==> config.mk <==
export PLATFORM = sky130hd
export DESIGN_NAME = burst_write_master
export DESIGN_NICKNAME = d
export VERILOG_FILES = /design/src/rtl/burst_write_pkg.sv /design/src/rtl/burst_write_fifo.sv /design/src/rtl/burst_write_master.sv
export SDC_FILE = /design/constraint.sdc
export NUM_CORES = 1
export LEC_CHECK = 0
export ABC_AREA = 1
export CORE_MARGIN = 2
export CORE_UTILIZATION = 35
export DETAILED_ROUTE_END_ITERATION = 6
export PLACE_DENSITY = 0.6
export SLEW_MARGIN = 20
export SYNTH_ARGS = -nofsm -noshare
export SYNTH_HDL_FRONTEND = slang
export SYNTH_SLANG_ARGS = --single-unit
==> constraint.sdc <==
create_clock -name clk -period 11.8 [get_ports clk]
set_input_delay 1.18 -clock clk [delete_from_list [all_inputs] [get_ports clk]]
set_output_delay 1.18 -clock clk [all_outputs]
set_load 0.05 [all_outputs]
==> src/rtl/burst_write_pkg.sv <==
// rtl/burst_write_pkg.sv - shared state encoding and width helpers for the burst write master
package burst_write_pkg;

  localparam int unsigned BYTE_BITS = 8;

  typedef enum logic [1:0] {
    IDLE      = 2'd0,
    WAIT_DATA = 2'd1,
    BURST     = 2'd2
  } state_t;

  // Burstcount must be able to hold MAX_BURST itself, hence the extra bit.
  function automatic int unsigned burst_width(input int unsigned max_burst);
    return $clog2(max_burst) + 1;
  endfunction

endpackage

==> src/rtl/burst_write_fifo.sv <==
// rtl/burst_write_fifo.sv - single-clock show-ahead FIFO feeding the burst write master
module burst_write_fifo #(
  parameter int unsigned DATA_WIDTH = 32,
  parameter int unsigned FIFO_DEPTH = 16,
  localparam int unsigned PTR_W     = $clog2(FIFO_DEPTH)
) (
  input  logic                  clk_i,
  input  logic                  rst_ni,
  input  logic                  push_i,
  input  logic [DATA_WIDTH-1:0] data_i,
  input  logic                  pop_i,
  output logic [DATA_WIDTH-1:0] data_o,
  output logic [PTR_W:0]        used_o,
  output logic                  full_o,
  output logic                  empty_o
);

  logic [DATA_WIDTH-1:0] mem_q [FIFO_DEPTH];
  logic [PTR_W:0]        wr_ptr_q;
  logic [PTR_W:0]        rd_ptr_q;
  logic                  push_ok;
  logic                  pop_ok;

  // Pointers carry one extra wrap bit so full and empty stay distinguishable.
  assign used_o  = wr_ptr_q - rd_ptr_q;
  assign full_o  = (used_o == (PTR_W + 1)'(FIFO_DEPTH));
  assign empty_o = (used_o == '0);
  assign push_ok = push_i && !full_o;
  assign pop_ok  = pop_i && !empty_o;
  assign data_o  = mem_q[rd_ptr_q[PTR_W-1:0]];

  always_ff @(posedge clk_i) begin
    if (push_ok) begin
      mem_q[wr_ptr_q[PTR_W-1:0]] <= data_i;
    end
  end

  always_ff @(posedge clk_i or negedge rst_ni) begin
    if (!rst_ni) begin
      wr_ptr_q <= '0;
      rd_ptr_q <= '0;
    end else begin
      if (push_ok) wr_ptr_q <= wr_ptr_q + (PTR_W + 1)'(1);
      if (pop_ok)  rd_ptr_q <= rd_ptr_q + (PTR_W + 1)'(1);
    end
  end

endmodule

==> src/rtl/burst_write_master.sv <==
// rtl/burst_write_master.sv - Avalon-MM burst write master that splits a command into FIFO-backed bursts
module burst_write_master
  import burst_write_pkg::*;
#(
  parameter int unsigned ADDRESS_WIDTH          = 32,
  parameter int unsigned DATA_WIDTH             = 32,
  parameter int unsigned BYTE_ENABLE_WIDTH      = DATA_WIDTH / BYTE_BITS,
  parameter int unsigned BYTE_ENABLE_WIDTH_LOG2 = $clog2(BYTE_ENABLE_WIDTH),
  parameter int unsigned LENGTH_WIDTH           = 16,
  parameter int unsigned MAX_BURST              = 8,
  parameter int unsigned BURST_WIDTH            = burst_width(MAX_BURST),
  parameter int unsigned FIFO_DEPTH             = 16,
  parameter int unsigned FIFO_DEPTH_LOG2        = $clog2(FIFO_DEPTH)
) (
  input  logic                         clk,
  input  logic                         reset_n,
  output logic [ADDRESS_WIDTH-1:0]     master_address,
  output logic                         master_write,
  output logic [DATA_WIDTH-1:0]        master_writedata,
  output logic [BURST_WIDTH-1:0]       master_burstcount,
  output logic [BYTE_ENABLE_WIDTH-1:0] master_byteenable,
  input  logic                         master_waitrequest,
  input  logic                         ctrl_start,
  input  logic [ADDRESS_WIDTH-1:0]     ctrl_baseaddress,
  input  logic [LENGTH_WIDTH-1:0]      ctrl_length,
  output logic                         ctrl_busy,
  output logic                         ctrl_done,
  input  logic                         user_write,
  input  logic [DATA_WIDTH-1:0]        user_writedata,
  output logic                         user_full,
  output logic [FIFO_DEPTH_LOG2:0]     user_used
);

  state_t                   state_q, state_d;
  logic [ADDRESS_WIDTH-1:0] addr_q, addr_d;
  logic [ADDRESS_WIDTH-1:0] maddr_q, maddr_d;
  logic [LENGTH_WIDTH-1:0]  remaining_q, remaining_d;
  logic [BURST_WIDTH-1:0]   bcount_q, bcount_d;
  logic [BURST_WIDTH-1:0]   beat_q, beat_d;
  logic                     write_q, write_d;
  logic                     busy_q, busy_d;
  logic                     done_q, done_d;
  logic [LENGTH_WIDTH-1:0]  beats_len;
  logic [BURST_WIDTH-1:0]   beats;
  logic                     fifo_empty;
  logic                     beat_accept;
  logic                     last_beat;

  assign beats_len   = (remaining_q < LENGTH_WIDTH'(MAX_BURST)) ? remaining_q : LENGTH_WIDTH'(MAX_BURST);
  assign beats       = BURST_WIDTH'(beats_len);
  assign beat_accept = write_q && !master_waitrequest && !fifo_empty;
  assign last_beat   = beat_accept && (beat_q == bcount_q - BURST_WIDTH'(1));

  burst_write_fifo #(
    .DATA_WIDTH (DATA_WIDTH),
    .FIFO_DEPTH (FIFO_DEPTH)
  ) u_fifo (
    .clk_i   (clk),
    .rst_ni  (reset_n),
    .push_i  (user_write),
    .data_i  (user_writedata),
    .pop_i   (beat_accept),
    .data_o  (master_writedata),
    .used_o  (user_used),
    .full_o  (user_full),
    .empty_o (fifo_empty)
  );

  always_comb begin
    state_d     = state_q;
    addr_d      = addr_q;
    maddr_d     = maddr_q;
    remaining_d = remaining_q;
    bcount_d    = bcount_q;
    beat_d      = beat_q;
    write_d     = write_q;
    busy_d      = busy_q;
    done_d      = 1'b0;
    case (state_q)
      IDLE: begin
        if (ctrl_start) begin
          if (ctrl_length != '0) begin
            addr_d      = ctrl_baseaddress;
            remaining_d = ctrl_length;
            busy_d      = 1'b1;
            state_d     = WAIT_DATA;
          end else begin
            done_d = 1'b1;
          end
        end
      end
      // Only launch once every beat is queued so write never drops mid-burst.
      WAIT_DATA: begin
        if (32'(user_used) >= 32'(beats)) begin
          maddr_d  = addr_q;
          bcount_d = beats;
          beat_d   = '0;
          write_d  = 1'b1;
          state_d  = BURST;
        end
      end
      BURST: begin
        if (last_beat) begin
          write_d     = 1'b0;
          addr_d      = addr_q + (ADDRESS_WIDTH'(bcount_q) << BYTE_ENABLE_WIDTH_LOG2);
          remaining_d = remaining_q - LENGTH_WIDTH'(bcount_q);
          if (remaining_q == LENGTH_WIDTH'(bcount_q)) begin
            busy_d  = 1'b0;
            done_d  = 1'b1;
            state_d = IDLE;
          end else begin
            state_d = WAIT_DATA;
          end
        end else if (beat_accept) begin
          beat_d = beat_q + BURST_WIDTH'(1);
        end
      end
      default: state_d = IDLE;
    endcase
  end

  always_ff @(posedge clk or negedge reset_n) begin
    if (!reset_n) begin
      state_q     <= IDLE;
      addr_q      <= '0;
      maddr_q     <= '0;
      remaining_q <= '0;
      bcount_q    <= '0;
      beat_q      <= '0;
      write_q     <= 1'b0;
      busy_q      <= 1'b0;
      done_q      <= 1'b0;
    end else begin
      state_q     <= state_d;
      addr_q      <= addr_d;
      maddr_q     <= maddr_d;
      remaining_q <= remaining_d;
      bcount_q    <= bcount_d;
      beat_q      <= beat_d;
      write_q     <= write_d;
      busy_q      <= busy_d;
      done_q      <= done_d;
    end
  end

  assign master_address    = maddr_q;
  assign master_write      = write_q;
  assign master_burstcount = bcount_q;
  assign master_byteenable = '1;
  assign ctrl_busy         = busy_q;
  assign ctrl_done         = done_q;

endmodule

=== After elaboration in Yosys (flattened, before gate mapping) ===
Memories as Yosys holds them, arrays and structs flattened.
Cells that the tools add are included.

* Memories: 1
* Bits of input ports: 85
* Flip-flop bits (word level): 103
* Output and inout port bits: 81
* Word-level logic and storage cells: 86
* Memory bits (writable): 512

* Order comparisons: 2
* Multiplexer cells: 34
* Add/subtract/negate cells: 7
* Reductions and logical operators: 19
* Eq/ne operators: 12

{| class="wikitable"
|+ Memories
! name !! words !! bits a word !! read ports !! clocked after memory_dff !! write ports !! RTL line !! source
|-
| u_fifo.mem_q || 16 || 32 || 1 || 0 || 1 || burst_write_fifo.sv:18 || <nowiki>logic [DATA_WIDTH-1:0] mem_q [FIFO_DEPTH];</nowiki>
|}

{| class="wikitable"
|+ Operator list
! kind !! count
|-
| 2-to-1 mux 32 bit || 3
|-
| one-hot mux 32 bit (2 select lines) || 1
|-
| 2-to-1 mux 16 bit || 3
|-
| adder 32 x 6 -> 32 bit || 1
|-
| one-hot mux 16 bit (2 select lines) || 1
|-
| == test 16 x 4 -> 1 bit || 1
|-
| < comparator 16 x 4 -> 1 bit (second input constant) || 1
|-
| 2-to-1 mux 4 bit || 4
|-
| nonzero test 16 bit || 1
|-
| subtractor 16 x 4 -> 16 bit || 1
|-
| inequality test 2 bit (second input constant) || 7
|-
| 2-to-1 mux 1 bit || 13
|-
| AND reduction 4 bit || 3
|-
| adder 5 x 1 -> 5 bit (second input constant) || 2
|-
| 2-to-1 mux 2 bit || 4
|-
| one-hot mux 4 bit (2 select lines) || 1
|-
| one-hot mux 1 bit (2 select lines) || 3
|-
| one-hot mux 2 bit (3 select lines) || 1
|-
| == test 5 bit (second input constant) || 1
|-
| greater-or-equal comparator 5 x 4 -> 1 bit || 1
|-
| logical AND 1 bit || 5
|-
| zero test 5 bit || 1
|-
| AND reduction 5 bit || 1
|-
| subtractor 5 bit || 1
|-
| 10 further kinds || 13
|}

=== Depth between registers and ports, before layout ===
* Word-level depth: 7
* Gate-level depth with buffers: 20
* Depth with buffers taken out: 20

=== Modules after synthesis ===
A second synthesis with hierarchy kept.

* Cells, all modules: 2,494
* Area total of the unflattened synthesis: 26,753.2 um^2

{| class="wikitable"
|+ Modules (own cells, without submodules)
! module !! seq. area each (um^2) !! cells an instance !! times used !! area an instance (um^2)
|-
| burst_write_fifo || 15,625.0 || 1,588 || 1 || 20,756.2
|-
| burst_write_master || 2,327.2 || 906 || 1 || 5,997.0
|}

=== Worst setup path before layout ===
No wires, ideal clock.

* Kind: reg2reg
* Start: register u_fifo.rd_ptr_q[2]
* End: memory u_fifo.mem_q[11][0] (enable)
* Library setup time: 0.421 ns
* Cell stages (with the launch flop): 12
* Data required time: 11.379 ns
* Path buffers: 2
* Arrival time: 4.190 ns
* Period minus slack after synthesis: 4.611 ns
* Slack: 7.189 ns
* Cell sequence: dfrtp_1 clkbuf_1 inv_1 clkbuf_1 ha_1 xnor2_1 nor2_2 nand3_1 nand2_1 nor2_1 inv_1 nor2_1

* Longest elaborated chain between the ends: 6

{| class="wikitable"
|+ Ends and longest elaborated chain
! what !! RTL line !! source
|-
| start, declared || burst_write_fifo.sv:20 || <nowiki>logic [PTR_W:0] rd_ptr_q;</nowiki>
|-
| start signal, assigned || burst_write_fifo.sv:44 || <nowiki>if (pop_ok) rd_ptr_q <= rd_ptr_q + (PTR_W + 1)'(1);</nowiki>
|-
| subtractor 5 bit || burst_write_fifo.sv:25 || <nowiki>assign used_o = wr_ptr_q - rd_ptr_q;</nowiki>
|-
| net user_used[2] || burst_write_master.sv:31 || <nowiki>output logic [FIFO_DEPTH_LOG2:0] user_used</nowiki>
|-
| == test 5 bit || burst_write_fifo.sv:26 || <nowiki>assign full_o = (used_o == (PTR_W + 1)'(FIFO_DEPTH));</nowiki>
|-
| zero test 1 bit || burst_write_fifo.sv:28 || <nowiki>assign push_ok = push_i && !full_o;</nowiki>
|-
| logical AND 1 bit || burst_write_fifo.sv:28 ||
|-
| 2-to-1 mux 1 bit || burst_write_fifo.sv:33 || <nowiki>if (push_ok) begin</nowiki>
|-
| 2-to-1 mux 1 bit (implied by the code) || burst_write_fifo.sv:34 || <nowiki>mem_q[wr_ptr_q[PTR_W-1:0]] <= data_i;</nowiki>
|-
| end, declared || burst_write_fifo.sv:18 ||
|}

The timed path passes the listed nets, and every way through them passes these cells.

=== Worst setup path in the final report ===
* Start: register u_fifo.rd_ptr_q[0]
* End: output master_writedata[17]

* Longest elaborated chain between the ends: 1

{| class="wikitable"
|+ Ends and longest elaborated chain
! what !! RTL line !! source
|-
| memory (16 x 32 bit) || - ||
|-
| end, declared || burst_write_master.sv:19 || <nowiki>output logic [DATA_WIDTH-1:0] master_writedata,</nowiki>
|}

Every way passes these cells.

==> flow_summary_export.csv <==
group,metric,value,unit
final_layout,synthToLayoutAreaGrowth,18.0,%
synthesis,ys_types,48,
final_layout,final_util,0.418,
floorplan,ios,166,
global_routing,grt_max_degree,133,
cts,cts_hold_buffers,0,
hold_path,hold_class,"reg -> reg",
setup_path,required,10620,ps
floorplan,die_area,77600,sq um
setup_path,cp-endpoint,"master_writedata[17]",
global_routing,grt_pass1_wl,109000,microns
timing,rsz0062_at_grt,"false",
setup_path,crit_path_start,"u_fifo.rd_ptr_q[0]",
synthesis,synthTopCellsByArea,"edfxtp_1 58%, dfrtp_1 9.8%, nand2_1 5.8%",
setup_path,slowest_delay,970,ps
synthesis,synth_area,26400,sq um
power,ir_worst_vdd,208,uV
setup_path,crit_slowest_cell,"dfrtp_4",
cts,htree_levels,3,
route,postRouteAntennaNets,0,
setup_path,startpoint_type,"flop",
global_routing,grt.overflow.total,0,
timing,setup_viol,0,
timing,worst_slew_pin_slew,1120,ps
timing,period_share,0.527,
timing,slew_viol_final,0,
timing,maxSlewHeadroom,0.253,
synthesis,netlist.area_leader.share,0.582,
cts,cts_tree,"done",
synthesis,synthFlopType,"edfxtp_1",
synthesis,synth_seq_area_share,0.680,
synthesis,ys_warn_count,0,
outcome,run_status,"finished clean",
synthesis,ys_ff_latch,615,
setup_path,reg2reg_from,"u_fifo.rd_ptr_q[1]",
setup_path,crit_fanout,102,
cts,insertion_delay,620,ps
synthesis,async_flop_share,0.167,
place,port-buffer-count,161,
timing,period_minus_slack,6220,ps
global_routing,grt_usage,0.183,
route,wl_per_cell,20.6,microns
power,p_leak,11.1,nW
synthesis,yosysMostFrequentCell,"edfxtp_1",
cts,clock_path_buffers,3,
route,routed_via_density,5.26,
run,cap_violations,0,
synthesis,synth_cells,2338,
floorplan,rows,100,
hold_path,min_path_cells,2,
setup_path,r2r_slack,7140,ps
cts,cts.sinks,615,
cts,clockRootBuffer,"clkbuf_16",
route,num_vias,18365,
setup_path,reg2reg_depth,11,
final_layout,multiInputGateArea,7570,sq um
final_layout,layout-drive-gt1-share,0.0749,
synthesis,synth_common_cells,"512 x edfxtp_1, 409 x nand2_1, 352 x nor2_1, 293 x o21ai_0, 122 x nand3_1",
timing,tns,0,ps
route,drt-total-wl,71800,microns
final_layout,fill_cells,6967,
route,drt_pass1_iterations,5,
timing,fmax,161,MHz
floorplan,die_h,279,microns
cts,cts_buffers,68,
setup_path,cp.arrival,5040,ps
setup_path,crit_type,"reg -> out",
cts,cts_resized,0,
global_routing,antenna_found_initial,1,
final_layout,finalNetCount,2584,
timing,hold_ws,472,ps
global_routing,grt_pass1_vias,18054,
setup_path,crit_chain,"buf_4, buf_4, o21ai_0, o221ai_1, nand3_1, nand3_1, clkdlybuf4s50_1",
floorplan,core_area,74600,sq um
floorplan,fp.dieW,279,microns
synthesis,synth-edff-count,512,
route,drtIter0Drc,1732,
power,power_density,284,nW/um^2
route,drc,0,
floorplan,start_util,0.354,
synthesis,avgSynthCellArea,11.3,sq um
final_layout,ff_latch_area,18000,sq um
place,dp.final_hpwl,40300,microns
timing,clock_skew,36.0,ps
place,place_congestion,0.875,
timing,hold_violations,0,
cts,cts_setup_buffers,0,
synthesis,synth_top_area_cell,"edfxtp_1",
cts,clk_pin_slew,60,ps
setup_path,timing.rr.end,"u_fifo.mem_q[11][4]",
setup_path,crit_path_end_kind,"primary output",
[cells by family after synthesis]
family / synth area share
simple gates: 0.144
mux: 0.00607
buf+inv: 0.0387
compound gates: 0.110
xor+xnor: 0.00796
other cells: 0.000142
flops: 0.680
fa+ha+maj: 0.0132
[critical path: cells and delay by family, from the launching register on]
kind            cells  cell delay [ps]
simple gates        2              220
compound gates      2              540
buf+inv             3             2550
flops               1              970
[layout by cell type (no fill, tap or decap), types with 11 or more instances in the layout]
cell type / count
a21oi_1: 11
buf_4: 29
clkbuf_1: 16
clkbuf_16: 68
clkdlybuf4s50_1: 160
clkinv_1: 11
dfrtp_1: 100
edfxtp_1: 512
ha_1: 23
inv_1: 100
mux2i_1: 16
nand2_1: 409
nand3_1: 122
nand4_1: 17
nor2_1: 336
nor2_4: 18
o211ai_1: 12
o21ai_0: 293
o21ai_1: 13
o21ai_2: 24
o221ai_1: 52
o22ai_1: 76
xor2_1: 17
[report_power, final]
group	switching, mW	internal [mW]	total (mW)
logic	2.69	1.10	3.79
clock network	0.885	1.19	2.08
registers	0.248	2.72	2.97
[registers in the layout, summed over array words and instances, names as in the netlist]
signal             count
state_q                2
master_address        32
remaining_q           16
addr_q                32
u_fifo.mem_q         512
ctrl_done              1
ctrl_busy              1
master_write           1
u_fifo.wr_ptr_q        5
master_burstcount      4
u_fifo.rd_ptr_q        5
beat_q                 4
[final cells by class]
type,instances,area share
clock inverter,31,0.0114
inverter,105,0.0130
tap,969,0.0389
timing repair buffer,190,0.0588
clock buffer,88,0.0583
sequential,615,0.577
multi-input combinational,1493,0.243
antenna,1,0.0000803
[worst min path at each step]
stage,from,endpoint,slack (ps)
after floorplan,u_fifo.rd_ptr_q[4],u_fifo.rd_ptr_q[4],460
after global placement,master_address[5],master_address[5],460
after detailed placement,master_address[6],master_address[6],460
after CTS,master_address[6],master_address[6],480
after global routing,master_address[2],master_address[2],500
final,master_address[2],master_address[2],470
[layer usage]
| metal | wire, microns | vias up | track usage |
|---|---|---|---|
| met5 | 0 | - | 0 |
| met1 | 30900 | 9128 | 0.242 |
| met2 | 35400 | 539 | 0.312 |
| met3 | 3920 | 121 | 0.0295 |
| li1 | - | 8577 | - |
| met4 | 1670 | 0 | 0.0509 |
[stage by stage]
| step | cells | setup WS, ps | instance area [sq um] | power [mW] |
|---|---|---|---|---|
| 6_report | 3492 | 5580 | 31200 | 8.84 |
| 5_1_grt | 3492 | 5310 | 31200 | 9.37 |
| 2_1_floorplan | 2341 | 7190 | 26400 | 5.58 |
| 4_1_cts | 3491 | 5550 | 31200 | 8.93 |
| 3_5_place_dp | 3372 | 6260 | 29000 | 6.83 |
| 3_3_place_gp | 3372 | 6300 | 29000 | 6.77 |
Note: power is estimated with default switching activity, not from simulation.
